<file path="src/rtl/t03_fetch_unit.sv">
// rtl/t03_fetch_unit.sv - instruction fetch unit with registered decode key and format
// Define T03_FETCH_TIMEOUT_EN to abort a FETCH that waits TIMEOUT_CYCLES without mem_ack.
module t03_fetch_unit #(
   parameter logic [31:0] RESET_INSTR    = 32'h00000013,
   parameter int          TIMEOUT_CYCLES = 16
) (
   input  logic        clk,
   input  logic        nRst,
   input  logic        en,
   input  logic        fetch_req,
   input  logic [31:0] pc,
   input  logic        flush,
   input  logic        stall,
   input  logic        mem_ack,
   input  logic [31:0] mem_rdata,
   output logic        mem_read,
   output logic [31:0] mem_addr,
   output logic [31:0] instruction,
   output logic [16:0] decode_key,
   output logic [2:0]  i_type,
   output logic        instr_valid,
   output logic        fetch_err
);

   typedef enum logic [1:0] {IDLE, FETCH, VALID, ERR} state_t;

   function automatic logic [2:0] fmt_of(input logic [6:0] opcode);
      case (opcode)
         7'b0110011:                         fmt_of = 3'd0;
         7'b0000011, 7'b0010011, 7'b1100111: fmt_of = 3'd1;
         7'b0100011:                         fmt_of = 3'd2;
         7'b1100011:                         fmt_of = 3'd3;
         7'b0110111, 7'b0010111:             fmt_of = 3'd4;
         7'b1101111:                         fmt_of = 3'd5;
         default:                            fmt_of = 3'd7;
      endcase
   endfunction

   function automatic logic [16:0] key_of(input logic [31:0] w);
      key_of = {w[31:25], w[14:12], w[6:0]};
   endfunction

   state_t      state, state_n;
   logic        mem_read_n;
   logic [31:0] mem_addr_n;
   logic [31:0] instruction_n;
   logic [16:0] decode_key_n;
   logic [2:0]  i_type_n;
   logic        instr_valid_n;
   logic        fetch_err_n;
   logic        start_ok;
   logic        start_bad;

   // flush is handled ahead of the state case, so these only matter when flush is low
   assign start_ok  = en && fetch_req && (pc[1:0] == 2'b00);
   assign start_bad = en && fetch_req && (pc[1:0] != 2'b00);

`ifdef T03_FETCH_TIMEOUT_EN
   logic [7:0] tcnt, tcnt_n;
`else
   logic unused_timeout;
   assign unused_timeout = (TIMEOUT_CYCLES != 0);
`endif

   always_ff @(posedge clk or negedge nRst) begin
      if (!nRst) begin
         state       <= IDLE;
         mem_read    <= 1'b0;
         mem_addr    <= 32'd0;
         instruction <= RESET_INSTR;
         decode_key  <= key_of(RESET_INSTR);
         i_type      <= fmt_of(RESET_INSTR[6:0]);
         instr_valid <= 1'b0;
         fetch_err   <= 1'b0;
`ifdef T03_FETCH_TIMEOUT_EN
         tcnt        <= 8'd0;
`endif
      end else begin
         state       <= state_n;
         mem_read    <= mem_read_n;
         mem_addr    <= mem_addr_n;
         instruction <= instruction_n;
         decode_key  <= decode_key_n;
         i_type      <= i_type_n;
         instr_valid <= instr_valid_n;
         fetch_err   <= fetch_err_n;
`ifdef T03_FETCH_TIMEOUT_EN
         tcnt        <= tcnt_n;
`endif
      end
   end

   always_comb begin
      state_n       = state;
      mem_read_n    = mem_read;
      mem_addr_n    = mem_addr;
      instruction_n = instruction;
      decode_key_n  = decode_key;
      i_type_n      = i_type;
      instr_valid_n = instr_valid;
      fetch_err_n   = fetch_err;
`ifdef T03_FETCH_TIMEOUT_EN
      tcnt_n        = tcnt;
`endif
      if (flush) begin
         state_n       = IDLE;
         mem_read_n    = 1'b0;
         instr_valid_n = 1'b0;
         fetch_err_n   = 1'b0;
      end else begin
         case (state)
            IDLE: begin
               if (start_ok) begin
                  state_n    = FETCH;
                  mem_addr_n = pc;
                  mem_read_n = 1'b1;
`ifdef T03_FETCH_TIMEOUT_EN
                  tcnt_n     = 8'd0;
`endif
               end else if (start_bad) begin
                  state_n     = ERR;
                  fetch_err_n = 1'b1;
                  mem_read_n  = 1'b0;
               end
            end
            FETCH: begin
               // en is deliberately not consulted: a started fetch always completes
               if (mem_ack) begin
                  state_n       = VALID;
                  mem_read_n    = 1'b0;
                  instruction_n = mem_rdata;
                  decode_key_n  = key_of(mem_rdata);
                  i_type_n      = fmt_of(mem_rdata[6:0]);
                  instr_valid_n = 1'b1;
               end
`ifdef T03_FETCH_TIMEOUT_EN
               else if (tcnt + 8'd1 == 8'(TIMEOUT_CYCLES)) begin
                  state_n     = ERR;
                  mem_read_n  = 1'b0;
                  fetch_err_n = 1'b1;
                  tcnt_n      = tcnt + 8'd1;
               end else begin
                  tcnt_n = tcnt + 8'd1;
               end
`endif
            end
            VALID: begin
               if (!stall) begin
                  instr_valid_n = 1'b0;
                  if (start_ok) begin
                     state_n    = FETCH;
                     mem_addr_n = pc;
                     mem_read_n = 1'b1;
`ifdef T03_FETCH_TIMEOUT_EN
                     tcnt_n     = 8'd0;
`endif
                  end else if (start_bad) begin
                     state_n     = ERR;
                     fetch_err_n = 1'b1;
                     mem_read_n  = 1'b0;
                  end else begin
                     state_n = IDLE;
                  end
               end
            end
            ERR: begin
               fetch_err_n = 1'b1;
               mem_read_n  = 1'b0;
            end
            default: begin
               state_n    = IDLE;
               mem_read_n = 1'b0;
            end
         endcase
      end
   end

endmodule

</file>
<file path="config.mk">
export PLATFORM = sky130hd
export DESIGN_NAME = t03_fetch_unit
export DESIGN_NICKNAME = d
export VERILOG_FILES = /design/src/rtl/t03_fetch_unit.sv
export SDC_FILE = /design/constraint.sdc
export NUM_CORES = 1
export LEC_CHECK = 0
export CELL_PAD_IN_SITES_DETAIL_PLACEMENT = 1
export CELL_PAD_IN_SITES_GLOBAL_PLACEMENT = 2
export CORE_MARGIN = 10
export CORE_UTILIZATION = 23
export CTS_CLUSTER_DIAMETER = 50
export CTS_CLUSTER_SIZE = 30
export DETAILED_ROUTE_END_ITERATION = 8
export PLACE_DENSITY = 0.73
export REMOVE_ABC_BUFFERS = 1
export SYNTH_ARGS = -nofsm -noshare
export SYNTH_HDL_FRONTEND = slang
export SYNTH_SLANG_ARGS = --single-unit
export TNS_END_PERCENT = 100
</file>
<file path="constraint.sdc">
create_clock -name clk -period 1.6 [get_ports clk]
set_input_delay 0.32 -clock clk [delete_from_list [all_inputs] [get_ports clk]]
set_output_delay 0.32 -clock clk [all_outputs]
set_load 0.01 [all_outputs]
</file>
==> results of run 1 <==
[layer usage]
metal,wire length [µm],part of all wire (%)
met1,4300,41
met2,4790,46
met3,1230,12
met4,133,1.3
met5,0,0
[where the power goes]
part | leakage (nW) | switching, mW | internal [mW]
Clock | 0.151 | 0.737 | 1.36
Combinational | 1.98 | 1.74 | 2.73
Sequential | 0.884 | 0.482 | 2.68
[flip-flops by register name, indices dropped and copies added, names as in the netlist]
name	count
instr_valid	1
instruction	32
state	2
mem_addr	32
fetch_err	1
i_type	3
mem_read	1
[Yosys cell counts (4+ instances only)]
cell type	n	area, µm²
sky130_fd_sc_hd__inv_1	4	15.0
sky130_fd_sc_hd__dfstp_2	4	105
sky130_fd_sc_hd__nand2_1	8	30.0
sky130_fd_sc_hd__o21ai_0	5	25.0
sky130_fd_sc_hd__mux2_4	28	420
sky130_fd_sc_hd__ha_1	4	50.1
sky130_fd_sc_hd__buf_4	17	128
sky130_fd_sc_hd__nor2_1	6	22.5
sky130_fd_sc_hd__mux2_2	36	405
sky130_fd_sc_hd__buf_6	7	78.8
sky130_fd_sc_hd__dfrtp_1	68	1700
sky130_fd_sc_hd__a21oi_1	4	20.0
[final timing paths]
| path | startpoint | end | slack (ns) | depth (start not counted) |
|---|---|---|---|---|
| setup / recovery | en | mem_addr[2]$_DFFE_PN0P_ | -0.04 | 6 |
| hold / removal | nRst | instruction[26]$_DFFE_PN0P_ | 0.40 | 2 |
| setup reg to reg | state[0]$_DFFE_PN0P_ | mem_addr[2]$_DFFE_PN0P_ | 0.03 | 5 |
| hold reg to reg | i_type[0]$_DFFE_PN1P_ | i_type[0]$_DFFE_PN1P_ | 0.48 | 2 |
| max in group asynchronous | nRst | instruction[0]$_DFFE_PN1P_ | 0.68 | 3 |
| min in group clk | i_type[0]$_DFFE_PN1P_ | i_type[0]$_DFFE_PN1P_ | 0.48 | 2 |
[cells by family (layout without fill, tap and decap cells)]
| logic type | after synthesis | count (layout) | synth area share [%] |
|---|---|---|---|
| compound gates | 19 | 19 | 3.98 |
| fa+ha+maj | 4 | 4 | 1.55 |
| buf+inv | 29 | 206 | 7.00 |
| flops | 72 | 72 | 55.8 |
| mux | 65 | 65 | 25.8 |
| simple gates | 30 | 30 | 5.80 |
[timing repair]
item                                   in CTS  in global routing
gates cloned                                1                  1
hold buffers                                1                  0
setup endpoints to repair                  55                 82
endpoints found under the hold margin       9                  0
setup buffers                               1                  0
pin swaps                                   2                  4
gates resized for setup                    29                 54
[area by class of cell]
type / instances / area (µm²) / area share (%)
Timing Repair Buffer: 186 / 1970 / 35.2
Clock buffer: 12 / 236 / 4.24
Inverter: 4 / 15.0 / 0.269
Clock inverter: 4 / 70.1 / 1.26
Tap cell: 180 / 225 / 4.03
Sequential cell: 72 / 1810 / 32.4
Multi-Input combinational cell: 118 / 1260 / 22.6
[stage by stage]
stage	setup TNS (ns)	instance area (µm²)	cells	setup slack (ns)
finish	-0.842	5580	576	-0.0401
floorplan	-7.63	3020	194	-0.246
global placement	-12.00	5060	556	-0.240
CTS	-0.0132	5400	575	-0.00737
global route	-2.13	5580	576	-0.0815
detailed placement	-14.43	5060	556	-0.294
==> results by stage, run 1 <==
CTS:
- The number of sinks on the clock net is 72.
- TritonCTS created 9 clock buffers.
- The clock latency reported for the late side of the worst-skew pair is 0.33 ns.
- TritonCTS built the clock tree.
- The number of buffers on the longest clock path is 2.
- The root buffer cell is sky130_fd_sc_hd__clkbuf_16.
- The clock-pin slew on the worst setup and hold paths is 0.05 ns.
- The H-tree depth reported by CTS is 3.

STA:
- The clock skew after layout is 0.00623 ns.
- Setup repair after global routing could not meet its margin everywhere.
- The clock period minus final worst setup slack is 1.64 ns.
- The count of final setup violators is 28.
- The final count of hold timing violations is 0.
- The transition time at the pin with the least slew margin is 0.267 ns.
- The headroom to the max-slew limit is 82.0%.
- The worst hold margin is 0.397 ns.
- Static timing analysis puts the maximum clock frequency at 0.610 GHz.
- The minimum setup slack in the final design is -0.0401 ns.
- The count of pins over their slew limit is 0.
- The final critical-path share of the clock period is 103%.

Worst hold path:
- In this run the worst hold path is classified as input port to asynchronous set/reset pin.

Global routing:
- The via count of the first global-routing pass is 2689.
- The number of antenna violations at the first check in global routing is 0.
- The first-pass GRT wire length is 16.1 mm.
- The largest net degree at the start of global routing is 44.
- The aggregate global routing overflow is 0.
- The global routing usage summed across all routing layers is 10.5%.
- In the global route stage, met1 resource usage came out at 12.2%.
- The global-route met2 utilization is 16.2%.
- The global-route track usage on met3 is 5.55%.
- The busiest metal layer after global routing is met2.

Layout:
- The final design utilization is 40.4%.
- In the final layout, the share of cells above drive strength 1 is 31.3%.
- The layout has 1459 filler cells.
- The final net count is 466.
- The library cells used most frequently in the layout, excluding fill and tap cells, are 89 x sky130_fd_sc_hd__clkdlybuf4s50_1, 68 x sky130_fd_sc_hd__dfrtp_1, 45 x sky130_fd_sc_hd__dlymetal6s2s_1, 36 x sky130_fd_sc_hd__mux2_2, 28 x sky130_fd_sc_hd__mux2_4.
- The area growth from synthesis to layout is 72.5%.
- Leaving out fill and tap cells, the most frequent cell in the layout is sky130_fd_sc_hd__clkdlybuf4s50_1.
- The antenna cell count is 0.

Drt:
- In the final routed layout, each cell accounts on average for 18.2 µm.
- The residual DRC count is 0.
- The total wire length is 10.5 mm.
- Detailed routing inserted a total of 2369 vias.
- The first TritonRoute pass finished after 3 iterations.
- After the first detailed-routing iteration, the DRC count stood at 85.
- The average via count per standard cell is 4.11.
- In this run the remaining antenna-violating nets after routing total 0.

Run:
- Max-cap violations in this run came to 0.

Placed design:
- During placement, the flow inserted port buffers numbering 157.
- Once detailed placement completed, the half-perimeter wirelength came to 7.96 mm.
- The weighted congestion at the end of routability-driven global placement is 0.750.

Logic synthesis:
- The synthesized netlist cell count is 219.
- The number of distinct standard cells referenced by the synthesized netlist is 35.
- Yosys printed 0 warnings.
- The cell area that synthesis handed to floorplanning was 0.00324 mm².
- After synthesis, the mean cell area works out to 14.8 µm².
- The async set or reset register ratio after synthesis is 100%.
- The number of synthesized flops with an enable pin is 0.
- The count of state elements after synthesis is 72.
- The part of the Yosys area used for sequential elements is 55.8%.
- For this run, the leading register cell type out of synthesis is sky130_fd_sc_hd__dfrtp_1.

Worst setup path:
- Walking the worst path, the cells encountered are clkdlybuf4s50_1 > nand2_1 > nor3_4 > nand3_4 > clkbuf_16 > mux2_4.
- In this run the worst path has a maximum fanout of 8.
- The sort of element at the end of the critical path is a flip-flop.
- The highest cell delay on the worst timing path is 0.50 ns.
- Counting both buffers and inverters, the worst setup path holds a total of 2.
- The classification of the worst setup path is input port to flip-flop.
- The required time at the endpoint of the critical path is 1.81 ns.
- Data on the critical path arrives at its endpoint at 1.85 ns.
- The kind of cell with the highest combined delay along the critical path is buffers and inverters.
- The nature of the critical path startpoint is an input port.
- The largest individual stage delay along the critical path comes from the cell sky130_fd_sc_hd__clkdlybuf4s50_1.

Floorplanning:
- The cell row count is 43.
- The number of I/O pins is 158.
- The die is 139 µm wide.
- The die covers 0.0192 mm².
- For this configuration, the core starts out at a cell density of 23.4%.
- After floorplanning, the core was sized to cover 0.0138 mm².
- The height of the die is 139 µm.

Run status:
- The final reports fail on setup timing.
- The flow ran to the end, but the final reports show violations.

Power and ir drop:
- In this run the static leakage power is 3.02 nW.
- The power after layout is 9.73 mW.
- The worst-case IR drop observed on VDD is 652 µV.
- Dividing total power by cell area gives a power density of 1740 mW/mm².
(Power assumes the default switching activity.)
==> run 2, diff against run 1 <==
--- a/config.mk
+++ b/config.mk
@@ -9,10 +9,9 @@
 export CELL_PAD_IN_SITES_GLOBAL_PLACEMENT = 2
 export CORE_MARGIN = 10
 export CORE_UTILIZATION = 23
-export CTS_CLUSTER_DIAMETER = 50
 export CTS_CLUSTER_SIZE = 30
 export DETAILED_ROUTE_END_ITERATION = 8
-export PLACE_DENSITY = 0.73
+export PLACE_DENSITY_LB_ADDON = 0.3
 export REMOVE_ABC_BUFFERS = 1
 export SYNTH_ARGS = -nofsm -noshare
 export SYNTH_HDL_FRONTEND = slang
==> results by stage, run 2 (synthesis gave the netlist of run 1 again) <==
Run status:
- The run finished with clean final reports.

Floorplanning:
- The number of I/O pins is 158.
- In this run the standard cell core region covers 0.0138 mm².
- The initial utilization of the core area, before any placement, comes to 23.4%.
- The width of the chip is 139 µm.
- The height of the die is 139 µm.
- After floorplanning, the core was divided into 43 placement rows.
- The full die area is 0.0192 mm².

Drt:
- The count of nets left with antenna violations once routing finished came out at 0.
- The routed length per placed instance is 17.7 µm.
- The first-pass iteration count of the detailed router is 4.
- After detailed routing, the number of remaining DRC violations is 0.
- The average via count per standard cell is 4.16.
- For this block, the routed nets add up to 10.2 mm of wire.
- The first routing iteration left 56 violations.
- The total via count after detailed routing is 2394.

STA:
- The clock skew after layout is 0.00408 ns.
- The count of pins over their slew limit is 0.
- The count of final setup violators is 0.
- Setup repair after global routing could not meet its margin everywhere.
- At the pin with the least slew margin, the transition time is 0.445 ns.
- The headroom to the max-slew limit is 70.3%.
- The final critical path takes up 97.5% of the cycle.
- Adding up every negative setup slack in the final design gives 0 ns.
- The final count of hold timing violations came to 0.
- The clock period minus final worst setup slack is 1.56 ns.
- The highest attainable clock frequency is 0.641 GHz.

Global routing:
- The via count of the first global-routing pass is 2627.
- The first global-routing pass estimated 15.8 mm of wire.
- The aggregate global routing overflow is 0.
- The number of antenna violations at the first check in global routing was 0.
- The largest net degree at the start of global routing is 33.
- For this run, the total global-route usage over all layers was measured as 10.4%.

Layout:
- In the final design database the tool counted 465 nets.
- Across the whole layout, storage elements account for 0.00181 mm².
- The post-route non-filler standard cell count is 575.
- The largest registers in the layout are instruction x32, mem_addr x32, i_type x3.
- Compared with the post-synthesis result, the final layout area differs by 71.1%.
- In the layout the commonest cells are 87 x sky130_fd_sc_hd__clkdlybuf4s50_1, 68 x sky130_fd_sc_hd__dfrtp_1, 44 x sky130_fd_sc_hd__dlymetal6s2s_1, 36 x sky130_fd_sc_hd__mux2_2, 28 x sky130_fd_sc_hd__mux2_4.
- The repair_antennas step left the layout with diodes totalling 0.
- The count of filler cells inserted in the layout is 1463.
- In the final layout, the share of cells above drive strength 1 is 30.9%.
- The library cell used most frequently in the layout, excluding fill and tap cells, is sky130_fd_sc_hd__clkdlybuf4s50_1.
- The multi-input gate area in the final layout is 0.00123 mm².

CTS:
- The clock latency reported for the late side of the worst-skew pair is 0.33 ns.
- The tree is rooted in a sky130_fd_sc_hd__clkbuf_16.
- After clock tree synthesis, the clock-pin slew on the worst setup and hold paths is 0.06 ns.
- The total CTS buffers is 9.
- In this run the deepest clock path goes through 2 buffers.
- Counting every sink on the clock net gives 72.
- The CTS tree is built.
- CTS built an H-tree with a depth of 3.

Worst setup path:
- The sort of element at the end of the critical path is an output port.
- STA classifies the critical path startpoint as a flip-flop.
- The critical path is of the flip-flop to output port type.
- Counting cells, the worst reg-to-reg path comes to 7.
- Counting both buffers and inverters, the worst setup path holds a total of 1.
- The endpoint of the lowest-slack register-to-register path is state[1]$_DFFE_PN0P_.
- The worst-case register-to-register setup slack is 0.06 ns.
- The highest cell delay on the worst timing path is 0.55 ns.
- In this run the worst path has a maximum fanout of 2.
- For the worst setup path, the data required time is 1.28 ns.
- The critical path goes through clkdlybuf4s50_1.
- At the worst endpoint, the arrival time is 1.24 ns.
- The top cell family by delay on the critical path is buffers and inverters.
- The launch instance of the worst register-to-register path is state[0]$_DFFE_PN0P_.
- For this design, the slowest cell found on the critical path is sky130_fd_sc_hd__clkdlybuf4s50_1.

Placed design:
- The weighted congestion at the end of routability-driven global placement is 0.709.
- The cell count after placement is 556.
- The count of buffers added on input and output ports is 157.
- The detailed placer's ending HPWL is 7.94 mm.

Power and ir drop:
- The power density over the cells is 1760 mW/mm².
- The maximum vdd drop is 547 µV.
- The leakage component of the power is 2.99 nW.
- The power after layout is 9.76 mW.

Worst hold path:
- The type of the worst min-delay path is input port to asynchronous set/reset pin.

Run:
- The number of max-cap violations is 0.
## run 2: cell types whose count changed in the layout (fill, tap and decap cells not counted), sizes merged
cell,before,now
clkbuf,13,10
dlygate4sd2,22,25
dlymetal6s2s,45,44
clkinv,2,1
clkdlybuf4s50,89,87
bufinv,2,3
inv,4,5
clkinvlp,0,1
## run 2: where the power goes
part | leakage (nW) | internal (mW) | total (mW) | switching, mW
logic | 1.94 | 2.60 | 4.25 | 1.65
clock network | 0.163 | 1.53 | 2.35 | 0.822
registers | 0.884 | 2.68 | 3.16 | 0.482
total | 2.99 | 6.81 | 9.76 | 2.96
## run 2: timing repair
item,CTS,global route
resized for setup,30,48
pin swaps,2,2
setup endpoints to repair,33,67
buffers inserted,0,2
gates cloned,0,0
hold buffers,1,0
hold endpoints to repair,29,0
## run 2: worst max-delay path by stage
stage                        startpoint                        to  cells past startpoint
6_report       mem_addr[10]$_DFFE_PN0P_              mem_addr[10]                      1
2_1_floorplan      state[0]$_DFFE_PN0P_  mem_addr[10]$_DFFE_PN0P_                      5
4_1_cts            state[0]$_DFFE_PN0P_      state[0]$_DFFE_PN0P_                      7
3_3_place_gp                         en  mem_addr[25]$_DFFE_PN0P_                      6
3_5_place_dp                  fetch_req  mem_addr[15]$_DFFE_PN0P_                      6
5_1_grt            state[0]$_DFFE_PN0P_      state[1]$_DFFE_PN0P_                      7
## run 2: layout make-up
type / instances / share of cell area, %
Clock buffer: 10 / 4.14
Clock inverter: 6 / 2.08
Inverter: 4 / 0.271
Multi-Input combinational cell: 118 / 22.2
Sequential cell: 72 / 32.6
Tap cell: 180 / 4.07
Timing Repair Buffer: 185 / 34.6
## run 2: routing by layer
layer | routed length, µm | vias up | share of wire, % | global-route usage, %
met3 | 1040 | 19 | 10 | 4.55
met4 | 277 | 0 | 2.7 | 4.99
met1 | 4540 | 1167 | 45 | 13.2
met2 | 4340 | 119 | 43 | 14.7
met5 | 0 | - | 0 | 0
li1 | - | 1089 | - | -
## run 2: stage by stage
| stage | utilization [%] | hold slack [ns] | instance area [µm²] | setup slack, ns |
|---|---|---|---|---|
| CTS | 39.0 | 0.486 | 5390 | -0.000223 |
| global route | 40.0 | 0.503 | 5540 | -0.0478 |
| finish | 40.0 | 0.466 | 5540 | 0.0402 |
| detailed placement | 36.6 | 0.300 | 5060 | -0.290 |
| floorplan | - | 0.0244 | 3020 | -0.246 |
| global placement | 36.6 | 0.298 | 5060 | -0.243 |
